## src/rtl/hex_keypad_scanner_if.sv

```systemverilog
// hex_keypad_scanner_if
//   Keypad-side and key-report signals of the hex keypad scanner.
//   row       : keypad row lines, active-low, pulled up, asynchronous to clk
//   col       : column strobes, active-low, one bit low at a time
//   key_hex   : code of the last accepted key
//   key_valid : one-cycle strobe, key_hex is new/valid
//   key_held  : high while the accepted key is still held
//   Modports: master = scanner side, slave = keypad/consumer side.
interface hex_keypad_scanner_if;
    logic [3:0] row;
    logic [3:0] col;
    logic [3:0] key_hex;
    logic       key_valid;
    logic       key_held;

    modport master (
        input  row,
        output col, key_hex, key_valid, key_held
    );

    modport slave (
        output row,
        input  col, key_hex, key_valid, key_held
    );
endinterface

```

## src/rtl/hex_keypad_scanner.sv

```systemverilog
// hex_keypad_scanner
//   Scans a 4x4 matrix keypad one column at a time, synchronises the row
//   lines, debounces press and release, and reports a single key as a 4-bit
//   hex code with a one-cycle valid strobe.
//   Ports:
//     clk : system clock
//     rst : synchronous reset, active-high
//     kp  : hex_keypad_scanner_if.master (row in; col, key_hex, key_valid,
//           key_held out)
//   Parameters:
//     SCAN_DIV        cycles per column before its rows are sampled (>= 4)
//     DEBOUNCE_CYCLES stable cycles needed to accept press/release (>= 2)
//     REPEAT_DELAY    hold cycles before first auto-repeat strobe
//     REPEAT_RATE     cycles between later auto-repeat strobes
//   Optional feature: define KEYPAD_REPEAT_EN to enable auto-repeat while a
//   key is held. Without it, exactly one strobe is issued per press.
module hex_keypad_scanner #(
    parameter int SCAN_DIV        = 1000,
    parameter int DEBOUNCE_CYCLES = 100000,
    parameter int REPEAT_DELAY    = 50000000,
    parameter int REPEAT_RATE     = 10000000
) (
    input  logic                 clk,
    input  logic                 rst,
    hex_keypad_scanner_if.master kp
);

    localparam int DIV_W = $clog2(SCAN_DIV) + 1;
    localparam int DEB_W = $clog2(DEBOUNCE_CYCLES) + 1;
    localparam logic [DIV_W-1:0] DIV_LAST = DIV_W'(SCAN_DIV - 1);
    localparam logic [DEB_W-1:0] DEB_DONE = DEB_W'(DEBOUNCE_CYCLES);

    // Parameter sanity; elaboration stops on an unusable configuration.
    if (SCAN_DIV < 4 || DEBOUNCE_CYCLES < 2 || REPEAT_DELAY < 1 || REPEAT_RATE < 2) begin : g_param_bad
        $error("hex_keypad_scanner: parameter out of range");
    end

    typedef enum logic [1:0] {
        SCAN        = 2'd0,
        DEB_PRESS   = 2'd1,
        HELD        = 2'd2,
        DEB_RELEASE = 2'd3
    } state_t;

    state_t           state, state_nx;
    logic [3:0]       rs_meta, rs;
    logic [1:0]       idx, idx_nx;
    logic [1:0]       rsel, rsel_nx;
    logic [DIV_W-1:0] div_cnt, div_nx;
    logic [DEB_W-1:0] deb_cnt, deb_nx, deb_inc;
    logic [3:0]       hex_q, hex_nx;
    logic             valid_q, valid_nx;
    logic             held_q, held_nx;
    logic [1:0]       low_row;
    logic             row_low;

    // Keypad legend: rows top to bottom, columns left to right.
    function automatic logic [3:0] key_map(input logic [1:0] r, input logic [1:0] c);
        logic [3:0] code;
        case ({r, c})
            4'h0: code = 4'h1;  4'h1: code = 4'h2;  4'h2: code = 4'h3;  4'h3: code = 4'hA;
            4'h4: code = 4'h4;  4'h5: code = 4'h5;  4'h6: code = 4'h6;  4'h7: code = 4'hB;
            4'h8: code = 4'h7;  4'h9: code = 4'h8;  4'hA: code = 4'h9;  4'hB: code = 4'hC;
            4'hC: code = 4'h0;  4'hD: code = 4'hF;  4'hE: code = 4'hE;  default: code = 4'hD;
        endcase
        return code;
    endfunction

    // Lowest-index low row wins when several rows are pressed together.
    always_comb begin
        low_row = 2'd3;
        for (int i = 3; i >= 0; i--) begin
            if (!rs[i]) low_row = 2'(i);
        end
    end

    assign row_low = ~rs[rsel];
    assign deb_inc = deb_cnt + 1'b1;

`ifdef KEYPAD_REPEAT_EN
    localparam int REP_MAX = (REPEAT_DELAY > REPEAT_RATE) ? REPEAT_DELAY : REPEAT_RATE;
    localparam int REP_W   = $clog2(REP_MAX) + 1;
    localparam logic [REP_W-1:0] REP_FIRST = REP_W'(REPEAT_DELAY);
    localparam logic [REP_W-1:0] REP_NEXT  = REP_W'(REPEAT_RATE);

    logic [REP_W-1:0] rep_cnt, rep_nx, rep_inc;
    logic             rep_first, rep_first_nx;

    assign rep_inc = rep_cnt + 1'b1;
`endif

    always_comb begin
        state_nx = state;
        idx_nx   = idx;
        rsel_nx  = rsel;
        div_nx   = '0;
        deb_nx   = '0;
        hex_nx   = hex_q;
        valid_nx = 1'b0;
        held_nx  = held_q;
`ifdef KEYPAD_REPEAT_EN
        // Outside HELD the repeat timer sits cleared and armed for the
        // initial delay, so every entry into HELD restarts it.
        rep_nx       = '0;
        rep_first_nx = 1'b1;
`endif
        case (state)
            SCAN: begin
                if (div_cnt == DIV_LAST) begin
                    if (&rs) begin
                        idx_nx = idx + 2'd1;
                    end else begin
                        rsel_nx  = low_row;
                        state_nx = DEB_PRESS;
                    end
                end else begin
                    div_nx = div_cnt + 1'b1;
                end
            end
            DEB_PRESS: begin
                if (row_low) begin
                    if (deb_inc == DEB_DONE) begin
                        hex_nx   = key_map(rsel, idx);
                        valid_nx = 1'b1;
                        held_nx  = 1'b1;
                        state_nx = HELD;
                    end else begin
                        deb_nx = deb_inc;
                    end
                end else begin
                    // Bounce: abandon silently and move on to the next column.
                    idx_nx   = idx + 2'd1;
                    state_nx = SCAN;
                end
            end
            HELD: begin
                if (!row_low) begin
                    state_nx = DEB_RELEASE;
                end else begin
`ifdef KEYPAD_REPEAT_EN
                    if (rep_inc == (rep_first ? REP_FIRST : REP_NEXT)) begin
                        valid_nx     = 1'b1;
                        rep_first_nx = 1'b0;
                    end else begin
                        rep_nx       = rep_inc;
                        rep_first_nx = rep_first;
                    end
`endif
                end
            end
            default: begin // DEB_RELEASE
                if (row_low) begin
                    state_nx = HELD;
                end else if (deb_inc == DEB_DONE) begin
                    held_nx  = 1'b0;
                    idx_nx   = idx + 2'd1;
                    state_nx = SCAN;
                end else begin
                    deb_nx = deb_inc;
                end
            end
        endcase
    end

    always_ff @(posedge clk) begin
        if (rst) begin
            rs_meta <= 4'b1111;
            rs      <= 4'b1111;
            state   <= SCAN;
            idx     <= 2'd0;
            rsel    <= 2'd0;
            div_cnt <= '0;
            deb_cnt <= '0;
            hex_q   <= 4'h0;
            valid_q <= 1'b0;
            held_q  <= 1'b0;
        end else begin
            rs_meta <= kp.row;
            rs      <= rs_meta;
            state   <= state_nx;
            idx     <= idx_nx;
            rsel    <= rsel_nx;
            div_cnt <= div_nx;
            deb_cnt <= deb_nx;
            hex_q   <= hex_nx;
            valid_q <= valid_nx;
            held_q  <= held_nx;
        end
    end

`ifdef KEYPAD_REPEAT_EN
    always_ff @(posedge clk) begin
        if (rst) begin
            rep_cnt   <= '0;
            rep_first <= 1'b1;
        end else begin
            rep_cnt   <= rep_nx;
            rep_first <= rep_first_nx;
        end
    end
`endif

    // idx is registered, so col only changes the cycle after a step.
    assign kp.col       = ~(4'b0001 << idx);
    assign kp.key_hex   = hex_q;
    assign kp.key_valid = valid_q;
    assign kp.key_held  = held_q;

endmodule

```

## src/flat_wrapper.sv

```systemverilog
// flat-port wrapper written by rule: the top's interface ports become plain ports
module hex_keypad_scanner_flat 
#(
    parameter int SCAN_DIV        = 1000,
    parameter int DEBOUNCE_CYCLES = 100000,
    parameter int REPEAT_DELAY    = 50000000,
    parameter int REPEAT_RATE     = 10000000
)
  (clk, rst, kp_row, kp_col, kp_key_hex, kp_key_valid, kp_key_held);
  hex_keypad_scanner_if kp_i ();
  input  logic clk;
  input  logic rst;
  input wire logic [$bits(kp_i.row)-1:0] kp_row;
  output wire logic [$bits(kp_i.col)-1:0] kp_col;
  output wire logic [$bits(kp_i.key_hex)-1:0] kp_key_hex;
  output wire logic [$bits(kp_i.key_valid)-1:0] kp_key_valid;
  output wire logic [$bits(kp_i.key_held)-1:0] kp_key_held;
  assign kp_i.row = kp_row;
  assign kp_col = kp_i.col;
  assign kp_key_hex = kp_i.key_hex;
  assign kp_key_valid = kp_i.key_valid;
  assign kp_key_held = kp_i.key_held;
  hex_keypad_scanner #(.SCAN_DIV(SCAN_DIV), .DEBOUNCE_CYCLES(DEBOUNCE_CYCLES), .REPEAT_DELAY(REPEAT_DELAY), .REPEAT_RATE(REPEAT_RATE)) u_core (.clk(clk), .rst(rst), .kp(kp_i));
endmodule
```

## config.mk

```make
export PLATFORM = sky130hd
export DESIGN_NAME = hex_keypad_scanner_flat
export DESIGN_NICKNAME = d
export VERILOG_FILES = /design/src/rtl/hex_keypad_scanner_if.sv /design/src/rtl/hex_keypad_scanner.sv /design/src/flat_wrapper.sv
export SDC_FILE = /design/constraint.sdc
export NUM_CORES = 1
export LEC_CHECK = 0
export ABC_AREA = 1
export CAP_MARGIN = 20
export CORE_MARGIN = 4
export CORE_UTILIZATION = 40
export DETAILED_ROUTE_END_ITERATION = 6
export PLACE_DENSITY = 0.61
export SYNTH_ARGS = -nofsm -noshare
export SYNTH_HDL_FRONTEND = slang
export SYNTH_SLANG_ARGS = --single-unit
export TNS_END_PERCENT = 100
```

## constraint.sdc

```tcl
create_clock -name clk -period 2.9 [get_ports clk]
set_clock_uncertainty 0.2 [all_clocks]
set_input_delay 0.725 -clock clk [delete_from_list [all_inputs] [get_ports clk]]
set_output_delay 0.725 -clock clk [all_outputs]
set_load 0.005 [all_outputs]
```

# Word-level counts from Yosys, hierarchy flattened

Memories as Yosys holds them, arrays and structs flattened. A register that Yosys moved wholly into a read port is not among the register bits.
Index checks and enable logic that the tools add are counted.

Bits in read-only memories: 64
Memories: 1
Bits of input ports: 6
Output and inout port bits: 10
Register bits after elaboration: 45
Word-level logic and storage cells: 76

Reductions and logical operators: 13
Equal/unequal tests: 12
Magnitude comparators: 1
$add $sub $neg: 3
Shift operators: 1
Muxes and demuxes: 29
Bitwise gates (word level): 7

Memories:

| memory          | depth | bits a word | read ports | clocked after Yosys merged registers in | wr ports | RTL line                 | source |
|---|---|---|---|---|---|---|---|
| (no name shown) | 16    | 4           | 1          | 1                                       | 0        | hex_keypad_scanner.sv:60 | `case ({r, c})` |

Operators with widths:

| cell                                                                          | count |
|---|---|
| 18-bit two-way mux                                                            | 3 |
| 18-bit one-hot mux with 2 select lines                                        | 1 |
| 2-bit two-way mux                                                             | 14 |
| 18-bit by 1-bit adder with 18-bit output (second input constant)              | 1 |
| 18-bit by 17-bit equality test with 1-bit output (second input constant)      | 1 |
| 2-bit one-hot mux with 3 select lines                                         | 2 |
| 11-bit by 1-bit adder with 11-bit output (second input constant)              | 1 |
| 11-bit by 10-bit equality test with 1-bit output (second input constant)      | 1 |
| 2-bit by 1-bit != test with 1-bit output (second input constant)              | 4 |
| 4-bit AND reduction                                                           | 2 |
| 1-bit two-way mux                                                             | 7 |
| 1-bit inverter                                                                | 6 |
| 3-bit AND reduction                                                           | 2 |
| 6-bit AND reduction                                                           | 1 |
| 3-bit OR reduction                                                            | 2 |
| 5-bit != test (second input constant)                                         | 1 |
| 5-bit AND reduction                                                           | 1 |
| 2-bit != test (second input constant)                                         | 2 |
| 4-bit inverter                                                                | 1 |
| 2-bit nonzero test                                                            | 2 |
| 1-bit by 2-bit << shifter with 4-bit output (first input constant)            | 1 |
| 2-bit by 3-bit less-than comparator with 1-bit output (second input constant) | 1 |
| 3-bit by 1-bit != test with 1-bit output (second input constant)              | 1 |
| 3-bit nonzero test                                                            | 1 |
| other kinds (7)                                                               | 7 |

# Logic depth before layout (Yosys ltp)

Depth after elaboration: 5
Mapped depth: 15
Depth with buffers taken out: 15

# Least setup slack after synthesis

OpenSTA, ideal clock, no wires.

Path kind: register -> register
Start: register u_core.deb_cnt[0]
End: register u_core.deb_cnt[5]
Path buffers: 1
Required time: 2.581 ns
Setup slack: 0.836 ns
Setup time: 0.119 ns
Stages on the path, launching flop included: 14
Period minus slack after synthesis: 2.064 ns
Arrival time: 1.745 ns
Path through: dfxtp_1 -> ha_1 -> nand3_2 -> nor2_1 -> nand3_1 -> nand2_1 -> nand2_1 -> nor2_1 -> nand2_1 -> nor2_2 -> nand2_4 -> nand3_4 -> buf_4 -> nor2_1

Longest elaborated chain between the ends: 5
Elaborated cells between the ends (all ways): 6
Classes of those cells: add/sub: 1; eq/ne: 1; mux: 4

RTL lines:

| element                                          | RTL line                                             | source |
|---|---|---|
| start, declared                                  | hex_keypad_scanner.sv:50                             | `logic [DEB_W-1:0] deb_cnt, deb_nx, deb_inc;` |
| start signal, assigned                           | hex_keypad_scanner.sv:184                            | `deb_cnt <= deb_nx;` |
| 18-bit by 1-bit adder with 18-bit output (*)     | hex_keypad_scanner.sv:78                             | `assign deb_inc = deb_cnt + 1'b1;` |
| 18-bit by 17-bit equality test with 1-bit output | hex_keypad_scanner.sv:122, hex_keypad_scanner.sv:154 |  |
| 18-bit two-way mux (*)                           | hex_keypad_scanner.sv:122, hex_keypad_scanner.sv:154 |  |
| 18-bit two-way mux, on equally long branches     | hex_keypad_scanner.sv:152, hex_keypad_scanner.sv:121 |  |
| 18-bit one-hot mux with 2 select lines (*)       | hex_keypad_scanner.sv:107                            | `case (state)` |

Mark *: on every way between the ends. The rest lies on a longest branch, timed or not.
A chain may end at the register's enable or synchronous reset.

# Worst setup path in the final report

Start: register u_core.idx[0]
End: output port kp_col[0]

Longest elaborated chain between the ends: 2

RTL lines:

| element                                     | RTL line                  | source |
|---|---|---|
| start, declared                             | hex_keypad_scanner.sv:47  | `logic [1:0] idx, idx_nx;` |
| start signal, assigned                      | hex_keypad_scanner.sv:181 | `idx <= idx_nx;` |
| 1-bit by 2-bit << shifter with 4-bit output | hex_keypad_scanner.sv:204 | `assign kp.col = ~(4'b0001 << idx);` |
| 4-bit inverter                              | hex_keypad_scanner.sv:204 |  |
| end, declared                               | flat_wrapper.sv:14        | `output wire logic [$bits(kp_i.col)-1:0] kp_col;` |

No other way between the ends.

==> metrics.txt <==
status completed; DR iter-0 viols 90; DP HPWL 3645 um; Synth cell types 35; Post-synth EDFFs 0; post-cts sizing count 0; FILL cells 603; Synth Cell Area 2421 um^2; Layout area overhead 13.95%; drt total wl 4756 um; Synth Net Count 356; Post-Synth Simple-Gate Area 37.67%; clock buffer depth 2; die height 85.80 um; main combinational cell family by area after synthesis simple AND/OR/NAND/NOR gates; Setup violations, final 0; initial antenna violation count 0; fin nets 376; Worst Path Max Fanout 6; sequential area share after synthesis 40.52%; Syn Area/Cell 7.059 um^2; Worst Tran Pin Value 0.5815 ns; CTS buffer count 5; DIE WIDTH 85.80 um; core box area 5886 um^2; # IOs 16; clk_lat worst skew 0.30 ns; synth warn 0; final slew viol count 0; Switch Pwr 0.2471 mW; hold_ws 0.2163 ns; count of max-cap constraint violations 0; count leader, synth nand2_1; Critical Path Source Type register; Async SR Flop Fraction 0%; CP cell instances inv_1, ha_1, inv_1, clkdlybuf4s50_1; initial core utilization 41.14%; Crit path top cell by count inv_1; Seq pwr share 59.1%; area leader, netlist dfxtp_1; clock sinks 49; RSZ-0062 raised after global routing false; Slew Limit Headroom 60.88%; HP Class reg -> reg; Clk pwr share 38.2%; remaining global-route overflow 0; ant diodes 0; WP data required 1.98 ns; mux cell area share after synthesis 0%; Hold Buf Count CTS 0; Pre-antenna DRT Iters 4; crit path time final 2.582 ns; top cells by count, synth 76 x nand2_1, 53 x nor2_1, 49 x dfxtp_1, 43 x inv_1, 20 x nand3_1; kind of critical path reg -> out; register cell area after layout 980.9 um^2; largest net degree at the start of global routing 18; Power Dens Cells 420.2 nW/um^2; CTS Root Cell clkbuf_8; first-pass GRT wire length 8369 um; Power, Total 1.159 mW; residual DRC count 0; total negative slack 0 ns; fraction of layout cells with a size suffix above 1 9.066%; clk slew on worst S/H paths 0.09 ns; critical path's slowest cell clkdlybuf4s50_1; predominant post-synthesis flop cell dfxtp_1; Max stage delay on crit path 0.50 ns; post-layout util 46.88%; Arr. time, crit path 1.66 ns; routed via count 2073; number of global-route vias before repair 2000; #FFs+latches synth 49; gr usage total 14.11%; Die ar. 7362 um^2; Synth Area in Compound Gates 9.147%; number of I/O port buffers 15; CTS tree yes; area of the multi-input gates 1256 um^2; switching share of power 21.32%; XOR/XNOR Fraction of Synth Area 1.447%; Final Hold Vio Count 0; Synth top area share 40.52%; VDD IR max 296.7 uV; Comb power frac 2.7%; fmax 387.4 MHz; Tcrit/Tclk final 89.02%; crit end category output port; vias per cell 4.722; area share of fa/ha/maj cells after synthesis 3.618%; H-tree levels 2; gpl congestion 0.8726; WL per Instance 10.83 um; row cnt 28; Syn Inst Count 343; Post-CTS Setup Repair Bufs 0; cells taking the most area after synthesis dfxtp_1 41%, nand2_1 12%, nor2_1 8.2%; antenna-violating nets left 0; P_int 0.9122 mW; Pleak 1.068 nW
==> area by class of cell <==
type / count / area share [%]
well taps: 75 / 3.401
clock inverters: 1 / 0.1814
inverters: 45 / 6.122
flip-flops and latches: 49 / 35.56
multi-input cells: 246 / 45.53
clock buffers: 7 / 3.492
repair buffers: 16 / 5.714
==> routing by layer <==
metal  vias to the layer above  GRT usage, %  share of wire, %  wire (um)
met5                         -             0                 0          0
met4                         0         6.475               1.4         68
met2                        19         25.49                50       2358
met3                         6         2.882               2.4        113
li1                       1138             -                 -          -
met1                       910         15.83                47       2216
==> worst max-delay path: cells and delay by family, from the launching register on <==
kind | cells | cell delay [ns]
flip-flops | 1 | 0.43
buffers and inverters | 3 | 0.70
adder cells (fa/ha/maj) | 1 | 0.23
==> worst paths after layout <==
kind	from	to	cells past startpoint	slack (ns)
worst min register to register	u_core.rs_meta[0]	u_core.rs[0]	1	0.22
worst max register to register	u_core.deb_cnt[0]	u_core.kp.key_hex[0]	12	0.55
worst max-delay path	u_core.idx[0]	kp_col[0]	4	0.32
worst min-delay path	u_core.rs_meta[0]	u_core.rs[0]	1	0.22
==> cells by family (layout without fill, tap and decap cells) <==
kind of cell / after synthesis / count (layout)
AND/OR/NAND/NOR: 194 / 194
flip-flops: 49 / 49
buffers and inverters: 48 / 69
AO/OA/AOI/OAI: 41 / 41
adder cells (fa/ha/maj): 7 / 7
XOR/XNOR: 4 / 4
==> power groups by stage <==
| stage | combinational [mW] | clock [mW] | sequential [mW] |
|---|---|---|---|
| final | 0.0314 | 0.443 | 0.685 |
| after global routing | 0.0373 | 0.485 | 0.686 |
| after CTS | 0.0321 | 0.456 | 0.685 |
| after detailed placement | 0.0320 | 0 | 0.701 |
| after global placement | 0.0314 | 0 | 0.700 |
| after floorplan | 0.0197 | 0 | 0.700 |
==> flip-flops by register name, summed over array words and instances, names as in the netlist, named ones only <==
register / cells
u_core.rsel: 2
u_core.state: 1
u_core.kp.key_valid: 1
u_core.kp.key_held: 1
u_core.deb_cnt: 18
u_core.rs: 4
u_core.kp.key_hex: 4
u_core.div_cnt: 11
u_core.idx: 2
u_core.rs_meta: 4
==> stage by stage <==
stage	area (um^2)	cells	worst slack (ns)
2_1_floorplan	2421	343	0.8361
3_3_place_gp	2658	431	0.4466
4_1_cts	2759	439	0.3015
6_report	2759	439	0.3184
5_1_grt	2759	439	0.2062
3_5_place_dp	2658	431	0.4408
==> layout by cell type, fill, tap and decap left out, types with 4 or more instances in the layout <==
master	count
nor2_2	4
clkdlybuf4s50_1	15
ha_1	7
nand4_1	8
or2_2	9
nor2_1	53
nand2_1	76
clkbuf_8	7
nand3_1	20
a21oi_1	19
o21ai_1	6
dfxtp_1	49
inv_1	43
o21ai_0	9
nor3_1	5
Note: power is estimated with default switching activity, not from simulation.
